<file path="config.mk">
export PLATFORM = sky130hd
export DESIGN_NAME = minibus_master_port
export DESIGN_NICKNAME = d
export VERILOG_FILES = /design/src/rtl/minibus_pkg.sv /design/src/rtl/minibus_master_port.sv
export SDC_FILE = /design/constraint.sdc
export NUM_CORES = 1
export LEC_CHECK = 0
export ABC_AREA = 1
export CAP_MARGIN = 10
export CORE_MARGIN = 8
export CORE_UTILIZATION = 42
export DETAILED_ROUTE_END_ITERATION = 10
export HOLD_SLACK_MARGIN = 0.02
export PLACE_DENSITY_LB_ADDON = 0.08
export SYNTH_ARGS = -nofsm -noshare
export SYNTH_HDL_FRONTEND = slang
export SYNTH_SLANG_ARGS = --single-unit
</file>
<file path="constraint.sdc">
create_clock -name clk -period 4.16 [get_ports clk]
set_input_delay 1.04 -clock clk [delete_from_list [all_inputs] [get_ports clk]]
set_output_delay 1.04 -clock clk [all_outputs]
set_load 0.01 [all_outputs]
</file>
<file path="src/rtl/minibus_pkg.sv">
// Mini-bus shared definitions.
// Bus geometry used by initiators and slaves.
package minibus_pkg;

  parameter int ADDR_WIDTH = 32;
  parameter int DATA_WIDTH = 32;

endpackage

</file>
<file path="src/rtl/minibus_master_port.sv">
// Mini-bus initiator: one CPU load/store -> one bus transaction.
// Optional REQ timeout enabled by MINIBUS_MASTER_TIMEOUT_EN.
module minibus_master_port
  import minibus_pkg::*;
#(
  parameter int TIMEOUT_CYCLES = 16,
  parameter int AW             = minibus_pkg::ADDR_WIDTH,
  parameter int DW             = minibus_pkg::DATA_WIDTH
) (
  input  logic          clk,
  input  logic          rst,
  input  logic          cpu_valid,
  output logic          cpu_ready,
  input  logic          cpu_wen,
  input  logic          cpu_signed,
  input  logic [1:0]    cpu_width,
  input  logic [AW-1:0] cpu_addr,
  input  logic [DW-1:0] cpu_wdata,
  output logic          rsp_valid,
  output logic [DW-1:0] rsp_rdata,
  output logic          rsp_err,
  output logic          bus_wen,
  output logic          bus_ren,
  output logic [AW-1:0] bus_addr,
  output logic [DW-1:0] bus_wdata,
  output logic [1:0]    bus_width,
  input  logic          bus_ack,
  input  logic          bus_err,
  input  logic [DW-1:0] bus_rdata
);

  typedef enum logic [1:0] {
    S_IDLE = 2'd0,
    S_REQ  = 2'd1,
    S_TURN = 2'd2
  } state_t;

  state_t        r_state;
  logic          r_wen;
  logic          r_signed;
  logic          r_first;
  logic          r_rsp_valid;
  logic          r_rsp_err;
  logic [DW-1:0] r_rsp_rdata;
  logic          r_bus_wen;
  logic          r_bus_ren;
  logic [AW-1:0] r_addr;
  logic [DW-1:0] r_wdata;
  logic [1:0]    r_width;

  logic          w_lerr;
  logic [7:0]    w_byte;
  logic [15:0]   w_half;
  logic [DW-1:0] w_ext;

  assign w_lerr = (cpu_width == 2'b11)
                | ((cpu_width == 2'b01) & cpu_addr[0])
                | ((cpu_width == 2'b10) & (|cpu_addr[1:0]));

  // Slaves return the whole aligned word; pick the addressed lane.
  assign w_byte = bus_rdata[{r_addr[1:0], 3'b000} +: 8];
  assign w_half = bus_rdata[{r_addr[1], 4'b0000} +: 16];

  always_comb begin
    w_ext = bus_rdata;
    unique case (r_width)
      2'b00:   w_ext = {{(DW-8){r_signed & w_byte[7]}}, w_byte};
      2'b01:   w_ext = {{(DW-16){r_signed & w_half[15]}}, w_half};
      default: w_ext = bus_rdata;
    endcase
  end

`ifdef MINIBUS_MASTER_TIMEOUT_EN
  localparam int CW = $clog2(TIMEOUT_CYCLES + 1);
  logic [CW-1:0] r_cnt;
  logic          w_tmo;
  assign w_tmo = (r_cnt == CW'(TIMEOUT_CYCLES - 1));
`else
  logic w_unused_tmo;
  assign w_unused_tmo = (TIMEOUT_CYCLES > 0);
`endif

  always_ff @(posedge clk or posedge rst) begin
    if (rst) begin
      r_state     <= S_IDLE;
      r_wen       <= 1'b0;
      r_signed    <= 1'b0;
      r_first     <= 1'b0;
      r_rsp_valid <= 1'b0;
      r_rsp_err   <= 1'b0;
      r_rsp_rdata <= '0;
      r_bus_wen   <= 1'b0;
      r_bus_ren   <= 1'b0;
      r_addr      <= '0;
      r_wdata     <= '0;
      r_width     <= 2'b00;
`ifdef MINIBUS_MASTER_TIMEOUT_EN
      r_cnt       <= '0;
`endif
    end else begin
      r_rsp_valid <= 1'b0;
      r_rsp_err   <= 1'b0;
      r_rsp_rdata <= '0;
      case (r_state)
        S_IDLE: begin
          if (cpu_valid) begin
            r_addr   <= cpu_addr;
            r_wdata  <= cpu_wdata;
            r_width  <= cpu_width;
            r_wen    <= cpu_wen;
            r_signed <= cpu_signed;
            if (w_lerr) begin
              r_rsp_valid <= 1'b1;
              r_rsp_err   <= 1'b1;
              r_state     <= S_TURN;
            end else begin
              r_bus_wen <= cpu_wen;
              r_bus_ren <= ~cpu_wen;
              r_first   <= 1'b1;
              r_state   <= S_REQ;
`ifdef MINIBUS_MASTER_TIMEOUT_EN
              r_cnt     <= '0;
`endif
            end
          end
        end
        S_REQ: begin
          r_first <= 1'b0;
          // First REQ cycle ack is stale: the slave registers its ready.
          if (bus_ack && !r_first) begin
            r_bus_wen   <= 1'b0;
            r_bus_ren   <= 1'b0;
            r_rsp_valid <= 1'b1;
            r_rsp_err   <= bus_err;
            r_rsp_rdata <= (bus_err | r_wen) ? '0 : w_ext;
            r_state     <= S_TURN;
          end
`ifdef MINIBUS_MASTER_TIMEOUT_EN
          else if (w_tmo) begin
            r_bus_wen   <= 1'b0;
            r_bus_ren   <= 1'b0;
            r_rsp_valid <= 1'b1;
            r_rsp_err   <= 1'b1;
            r_state     <= S_TURN;
          end else begin
            r_cnt <= r_cnt + 1'b1;
          end
`endif
        end
        S_TURN:  r_state <= S_IDLE;
        default: r_state <= S_IDLE;
      endcase
    end
  end

  assign cpu_ready = (r_state == S_IDLE);
  assign rsp_valid = r_rsp_valid;
  assign rsp_err   = r_rsp_err;
  assign rsp_rdata = r_rsp_rdata;
  assign bus_wen   = r_bus_wen;
  assign bus_ren   = r_bus_ren;
  assign bus_addr  = r_addr;
  assign bus_wdata = r_wdata;
  assign bus_width = r_width;

endmodule
</file>
==> qor.yml <==
outcome: "finished clean"
top_layer_used: "met4"
first_global_vias: 4141
vias_per_cell: 4.62
power_leakage_uw: 0.00352
rows: 38
cts_hold_buf: 0
wl_met2_um: 6370
hpwl_um: 10100
ios: 208
max_freq_mhz: 339
synth_edf_count: 0
n_antenna_cell: 0
endpoint_kind: "primary output"
hold-worst-slack_ns: 0.486
path_clk_slew_ns: 0.10
synth_area_mm2: 0.00459
critical-path-max-stage-delay_ns: 0.86
max_slew_margin_pct: 48.2
synthTopCellsByArea: "dfrtp_1, nand2_1, nor2_1, nor2_4, inv_1"
path_class: "reg2out"
cap_violations: 0
seq_area_frac_synth_pct: 58.3
final.setup.tns_ns: 0
synth_top_area_share_pct: 58.3
clk-insertion-delay-late_ns: 0.37
grt_pass1_wl_um: 21400
pwr_density_cell_mw_per_mm2: 616
yosys_most_used_dff: "dfrtp_1"
slew_viol_final: 0
path_delay_family: "flip-flops"
synth.most_common_cell: "nand2_1"
period_share_pct: 71.0
io_buffers: 207
start_util_pct: 42.7
worstPathRequired_ns: 3.12
root_buffer: "clkbuf_8"
hold_viol_final: 0
wl_met1_um: 5560
crit_slowest_cell: "dfrtp_1"
grt.overflow.total: 0
drt-initial-drc-count: 228
fillers: 925
worst_slew_pin_slew_ns: 0.777
regArea_mm2: 0.00268
first_pass_iters: 4
num_vias: 4096
wl_per_cell_um: 15.1
setup_violations: 0
htree_levels: 3
drive_gt1_share_pct: 7.24
yosysTopAreaCell: "dfrtp_1"
clk_path_buf_depth: 2
synth.avg_cell_area_um2: 8.47
worst_clock_skew_ns: 0.0122
multi_input_area_mm2: 0.00164
clock-sinks: 107
drt_wl_total_um: 13400
synth_commonest_cells: "nand2_1, dfrtp_1, nor2_1"
grt_antenna_before_repair: 0
grt_setup_unrepaired: "no"
dp.cells: 870
fp.dieW_um: 121
layout.cells.non_filler: 886
cp_max_fo: 19
path_cells: "clkdlybuf4s50_1"
gp_congestion: 0.798
die_h_um: 121
syn_inst: 542
ys_warn_count: 0
async_flop_share_pct: 100
min_path_type: "reg2reg"
cp-start-kind: "flip-flop"
die_area_mm2: 0.0145
grt_usage_pct: 18.6
synth_cell_type_count: 23
routed-wl-met3_um: 1240
crit_buf_inv: 1
ys_ff_latch: 107
ant_nets: 0
cts_resized: 0
layout.nets: 846
numCtsBuffers: 9
postCtsSetupBuffers: 0
grt_start_max_net_pins: 65
post-route-min-period_ns: 2.95
mappedNetlistNets: 647
cp.arrival_ns: 1.91
syn_to_final_growth_pct: 51.4
drc: 0
cts_tree: "built"
ir_drop_v: 0.000338
core-area_mm2: 0.0107
-- cell type report --
type	count	share of cell area [%]
inverter	35	2.11
timing repair buffer	211	30.4
multi-input combinational	377	23.6
sequential	107	38.5
clock inverter	7	1.06
tap	140	2.52
clock buffer	9	1.78
-- path summary, 6_finish.rpt --
path	slack, ns	cells past startpoint	end	from
worst min-delay path	0.49	2	bus_addr[9]	bus_addr[9]
max in group asynchronous	2.32	3	rsp_rdata[9]	rst
worst max-delay path	1.21	1	bus_width[1]	bus_width[1]
worst max register to register	2.03	9	rsp_rdata[17]	bus_width[1]
worst min register to register	0.49	2	bus_addr[9]	bus_addr[9]
min in group asynchronous	1.09	2	bus_addr[23]	rst
-- metrics by stage --
step	utilization, %	worst slack [ns]	area, µm²	total power, µW
2_1_floorplan	-	0.303	4590	2650
3_3_place_gp	62.9	1.25	6750	3630
3_5_place_dp	62.9	1.21	6750	3680
4_1_cts	64.7	1.18	6950	4340
5_1_grt	64.7	1.10	6950	4600
6_report	64.7	1.21	6950	4280
-- worst reg2reg max path, delay by kind of cell, from the launching register on --
family / cells / cell delay (ns)
simple gates: 8 / 0.95
buf+inv: 1 / 0.19
flops: 1 / 0.86
-- state kept, by name, summed over array words and instances, names as in the netlist --
register	cells
r_signed	1
rsp_valid	1
rsp_err	1
bus_width	2
bus_ren	1
rsp_rdata	32
bus_wdata	32
r_wen	1
r_first	1
bus_addr	32
r_state	2
bus_wen	1
-- per-layer routing --
metal	global-route usage (%)	vias up
met5	0	-
met4	7.03	0
met3	7.46	13
met2	30.0	137
met1	21.9	1898
li1	-	2048
-- power breakdown --
group	total [µW]	internal [µW]	leakage (µW)	switching [µW]
registers	1620	1390	0.00137	227
logic	2020	978	0.00204	1040
clock network	642	282	0.000100	360
total	4280	2650	0.00352	1630
-- cells by family (layout without fill, tap and decap cells) --
group / count (synthesis) / after routing / synth area share, %
flip-flops: 107 / 107 / 58.3
buffers and inverters: 58 / 262 / 6.02
AND/OR/NAND/NOR: 344 / 344 / 31.7
AO/OA/AOI/OAI: 33 / 33 / 3.98
-- cells in the final DEF, fill, tap and decap left out, types with 2 or more instances in the layout --
| cell | instances |
|---|---|
| o21ai_0 | 8 |
| clkdlybuf4s50_1 | 207 |
| nor2_1 | 36 |
| nand2_2 | 2 |
| inv_6 | 3 |
| o211ai_1 | 7 |
| nand2_4 | 3 |
| clkinv_2 | 2 |
| or2_2 | 7 |
| inv_1 | 27 |
| dfrtp_1 | 107 |
| inv_2 | 5 |
| nand3_1 | 12 |
| nor2_4 | 11 |
| nand2_1 | 269 |
| buf_4 | 3 |
| clkbuf_8 | 9 |
| a21oi_1 | 18 |
No activity file was read; power rests on OpenSTA's default activity.
